[src/rtl/swap_pkg.sv]
// Shared definitions for the swap loader and the three-register swap unit.
package swap_pkg;

  localparam int SWAP_N   = 8;
  localparam int SWAP_LAT = 3;

  typedef enum logic [2:0] {
    L1   = 3'd0,
    L2   = 3'd1,
    L3   = 3'd2,
    KICK = 3'd3,
    WAIT = 3'd4
  } swap_state_t;

endpackage

[src/rtl/swap_loader.sv]
// Loads three words into the swap unit over the external bus, starts the swap,
// then waits for Done with a timeout and counts completed swaps.
module swap_loader
  import swap_pkg::*;
#(
  parameter int N       = SWAP_N,
  parameter int TIMEOUT = 8
) (
  input  logic         Clock,
  input  logic         Resetn,
  input  logic         in_valid,
  input  logic [N-1:0] in_data,
  output logic         in_ready,
  output logic [N-1:0] Data,
  output logic         Extern,
  output logic         RinExt1,
  output logic         RinExt2,
  output logic         RinExt3,
  output logic         w,
  input  logic         Done,
  output logic         swap_done,
  output logic         timeout,
  output logic [7:0]   swap_count
);

  localparam int TW = $clog2(TIMEOUT + 1);

  swap_state_t    state, nxt;
  logic [TW-1:0]  tcnt;
  logic           ok, expire;

  always_comb begin
    nxt      = state;
    in_ready = 1'b0;
    Extern   = 1'b0;
    Data     = '0;
    RinExt1  = 1'b0;
    RinExt2  = 1'b0;
    RinExt3  = 1'b0;
    w        = 1'b0;
    ok       = 1'b0;
    expire   = 1'b0;
    case (state)
      L1, L2, L3: begin
        in_ready = 1'b1;
        if (in_valid) begin
          Extern = 1'b1;
          Data   = in_data;
          case (state)
            L1:      begin RinExt1 = 1'b1; nxt = L2;   end
            L2:      begin RinExt2 = 1'b1; nxt = L3;   end
            default: begin RinExt3 = 1'b1; nxt = KICK; end
          endcase
        end
      end
      KICK: begin
        w   = 1'b1;
        nxt = WAIT;
      end
      WAIT: begin
        // Done on the final allowed cycle still counts as success
        if (Done) begin
          ok  = 1'b1;
          nxt = L1;
        end else if (tcnt == TW'(TIMEOUT - 1)) begin
          expire = 1'b1;
          nxt    = L1;
        end
      end
      default: nxt = L1;
    endcase
  end

  always_ff @(posedge Clock or negedge Resetn) begin
    if (!Resetn) begin
      state      <= L1;
      tcnt       <= '0;
      swap_done  <= 1'b0;
      timeout    <= 1'b0;
      swap_count <= '0;
    end else begin
      state     <= nxt;
      swap_done <= ok;
      timeout   <= expire;
      if (state != WAIT)
        tcnt <= '0;
      else if (!Done)
        tcnt <= tcnt + TW'(1);
      if (ok)
        swap_count <= swap_count + 8'd1;
    end
  end

endmodule

[config.mk]
export PLATFORM = sky130hd
export DESIGN_NAME = swap_loader
export DESIGN_NICKNAME = d
export VERILOG_FILES = /design/src/rtl/swap_pkg.sv /design/src/rtl/swap_loader.sv
export SDC_FILE = /design/constraint.sdc
export NUM_CORES = 1
export LEC_CHECK = 0
export ABC_AREA = 1
export CORE_AREA = 2 2 59 61
export CTS_CLUSTER_DIAMETER = 50
export DETAILED_ROUTE_END_ITERATION = 8
export DIE_AREA = 0 0 61 63
export PLACE_DENSITY = 0.64
export RECOVER_POWER = 25
export SLEW_MARGIN = 10
export SYNTH_ARGS = -nofsm -noshare
export SYNTH_HDL_FRONTEND = slang
export SYNTH_SLANG_ARGS = --single-unit
export TNS_END_PERCENT = 10
[constraint.sdc]
create_clock -name Clock -period 3 [get_ports Clock]
set_input_delay 0.9 -clock Clock [delete_from_list [all_inputs] [get_ports Clock]]
set_output_delay 0.9 -clock Clock [all_outputs]
set_load 0.05 [all_outputs]
==> results of run 1 <==
==> worst reg2reg max path: stages, from the launching register on <==
cell and delay, ps:
dfrtp_1 510, nor2_4 180, nand3_1 310, inv_1 290, nand2_1 70, o21ai_0 70
==> per-layer routing <==
layer	wire [µm]	track usage [%]	up-vias	share of wire, %
met5	0	0	-	0
met4	8	5.43	0	0.39
met3	233	6.21	2	11
met2	973	18.4	41	47
met1	860	15.0	380	41
li1	-	-	445	-
==> worst min-delay path by stage <==
stage                       start            end  slack [ps]  cells past startpoint
global route        swap_count[4]  swap_count[4]         570                      1
finish              swap_count[4]  swap_count[4]         520                      1
detailed placement  swap_count[4]  swap_count[4]         510                      1
CTS                 swap_count[4]  swap_count[4]         530                      1
global placement          tcnt[1]        tcnt[1]         500                      2
floorplan                 tcnt[1]        tcnt[1]         480                      2
==> flip-flops by register name, indices dropped and copies added, names as in the netlist <==
signal      flops
state           3
swap_count      8
swap_done       1
tcnt            4
timeout         1
==> per-stage QoR <==
step	TNS (ps)	util, %	instances
after detailed placement	0	44.9	200
after global routing	0	45.6	204
final	0	45.6	204
after CTS	0	45.7	204
after floorplan	-1720	-	120
after global placement	0	44.9	200
==> kinds of logic after synthesis <==
group / Yosys count
fa+ha+maj: 2
xor+xnor: 5
buf+inv: 23
flops: 17
simple gates: 67
compound gates: 6
==> what timing repair did <==
item | CTS | global route
endpoints found under the setup margin | 0 | 1
hold buffers | 0 | 0
resized for setup | 0 | 1
==> cell usage after synthesis <==
cell type | instances | area, µm²
nand2_1 | 30 | 113
inv_1 | 22 | 82.6
nor2_1 | 19 | 71.3
dfrtp_1 | 17 | 425
nand3_1 | 7 | 35.0
xor2_1 | 5 | 43.8
o21ai_0 | 4 | 20.0
nand4_1 | 3 | 18.8
a21oi_1 | 2 | 10.0
ha_1 | 2 | 25.0
nor2_4 | 2 | 22.5
and3_1 | 1 | 6.26
buf_6 | 1 | 11.3
nand2_2 | 1 | 6.26
nand3_4 | 1 | 17.5
nand3b_1 | 1 | 7.51
nor3_1 | 1 | 5.00
nor4_1 | 1 | 6.26
==> power by group <==
group / leakage, nW / switching [mW] / internal, mW
clock: 0.0150 / 0.0664 / 0.0516
combinational: 0.462 / 0.413 / 0.268
sequential: 0.229 / 0.0685 / 0.268
total: 0.706 / 0.547 / 0.587
==> cell type report <==
class / count / area (µm²) / area share, %
repair buffers: 35 / 470 / 31.9
flip-flops and latches: 17 / 425 / 28.9
multi-input cells: 80 / 410 / 27.9
inverters: 22 / 82.6 / 5.61
well taps: 46 / 57.6 / 3.91
clock buffers: 4 / 26.3 / 1.78
==> cells in the final DEF, fill, tap and decap left out <==
master | Yosys | final
clkbuf_4 | 0 | 3
nor3_1 | 1 | 1
nand3_1 | 7 | 8
nand2_1 | 30 | 30
ha_1 | 2 | 2
clkdlybuf4s50_1 | 0 | 21
o21ai_0 | 4 | 4
dlygate4sd3_1 | 0 | 2
xor2_1 | 5 | 5
nor4_4 | 0 | 1
nor2_4 | 2 | 2
nor2_1 | 19 | 19
clkbuf_1 | 0 | 1
dfrtp_1 | 17 | 17
nand2_2 | 1 | 1
inv_1 | 22 | 22
a21oi_1 | 2 | 2
nand3b_1 | 1 | 1
and3_1 | 1 | 1
buf_12 | 0 | 12
nand4_1 | 3 | 3
==> summary.md, run 1 <==
| Metric | Value |
|---|---|
| Filler Cells Inserted | 323 |
| Initial drt markers | 51 |
| Antenna diodes | 0 |
| FMAX | 347 MHz |
| Clk_lat worst skew | 280 ps |
| CTS HTree Levels | 1 |
| FF-to-FF setup slack | 1500 ps |
| Crit Path Max Fanout | 6 |
| Crit path max-delay family | buffers and inverters |
| Pins Over Slew Limit | 0 |
| Final hold viol count | 0 |
| Port buffer count | 35 |
| CP peak stage delay | 490 ps |
| Vias per cell | 4.25 |
| Pre-CTS setup slack | 57.1 ps |
| Tcrit/Tclk final | 96.0% |
| Reg2reg end | tcnt[0] |
| Crit path to | RinExt1 |
| Clock transition at path regs | 90 ps |
| Synth Area in Adders | 2.70% |
| Post-route ant nets | 0 |
| DR vias | 868 |
| Nets@finish | 173 |
| Critical path's slowest cell | clkdlybuf4s50_1 |
| Leakage | 0.706 nW |
| Starting Density | 28.7% |
| Worst hold path class | reg2reg |
| Wire length per cell | 10.2 µm |
| Post-Layout Inst Area | 1470 µm² |
| Largest family of logic cells by synthesized area | simple AND/OR/NAND/NOR gates |
| Final Setup Violations | 0 |
| Chip Height | 63 µm |
| WP buf/inv | 3 |
| GRT Resource Usage Total | 12.5% |
| Crit start category | primary input |
| YS warnings | 0 |
| Largest net degree at the start of global routing | 18 |
| Worst-Margin Slew | 785 ps |
| Status | finished clean |
| Fin crit period | 2880 ps |
| RSZ-0062 raised after global routing | false |
| Area Growth Syn to Fin | 58.8% |
| Initial antenna violation count | 0 |
| Mapped Avg Cell Area | 7.73 µm² |
| CTS tree | built |
| Post-synthesis simple-gate area fraction | 33.3% |
| Die width | 61 µm |
| Standard-cell row count | 21 |
| FF-to-FF path depth | 5 |
| GRT overflow | 0 |
| Normalized max-slew margin | 47.5% |
| Postcts setup bufs | 0 |
| Required @ worst endpoint | 2100 ps |
| WL final | 2080 µm |
| RD Place Congestion | 0.859 |
| Critical path class | in2out |
| Pwr dens | 770 nW/µm² |
| Reg2reg start | state[0] |
| Yosys cell types | 18 |
| DRT Pass-1 Iters | 6 |
| Mapped cell area | 927 µm² |
| Worst setup startpoint | in_valid |
| Die Area | 3840 µm² |
| Crit path cell chain | clkdlybuf4s50_1 > inv_1 > nor4_4 > buf_12 |
| Instance count on the critical path | 4 |
| Vias in the first global route | 888 |
| Share of layout cells above drive strength 1 | 12.0% |
| Critical path capture point type | output pin |
| Compound-Gate Fraction of Synth Area | 3.24% |
| Num CTS Buffers | 3 |
| I/O Pins | 36 |
| Worst Skew | 2.73 ps |
| Post-synthesis mux area share | 0% |
| VDD IR-drop max | 0.000434 V |
| Residual DRC | 0 |
| Instance area at placement | 1450 µm² |
| WHS | 522 ps |
| PnR worst setup slack | 120 ps |
| Syn_nets | 134 |
| XOR/XNOR share of the synthesized area | 4.72% |
| Final Total Pwr | 1.13 mW |
| Synthesized flop and latch total | 17 |
| Register area share after synthesis | 45.9% |
| Total core area | 3230 µm² |
| First-pass GRT wire length | 3660 µm |
| HPWL reported at the end of detailed placement | 1680 µm |
| Maximum Capacitance Violations | 0 |
| Clock Sinks | 17 |
| Longest Clk Path Bufs | 2 |
| Clock Tree Root | clkbuf_4 |
| WP data arrival | 1980 ps |
| Cells after Synth | 120 |
Power figures use the tool's default switching activity.
==> inputs of run 2 (changes only) <==
--- a/config.mk
+++ b/config.mk
@@ -10,6 +10,7 @@
 export CTS_CLUSTER_DIAMETER = 50
 export DETAILED_ROUTE_END_ITERATION = 8
 export DIE_AREA = 0 0 61 63
+export GPL_ROUTABILITY_DRIVEN = 0
 export PLACE_DENSITY = 0.64
 export RECOVER_POWER = 25
 export SLEW_MARGIN = 10
==> results of run 2 <==
Same layout as run 1: the final DEF is identical, and so are final timing and power.
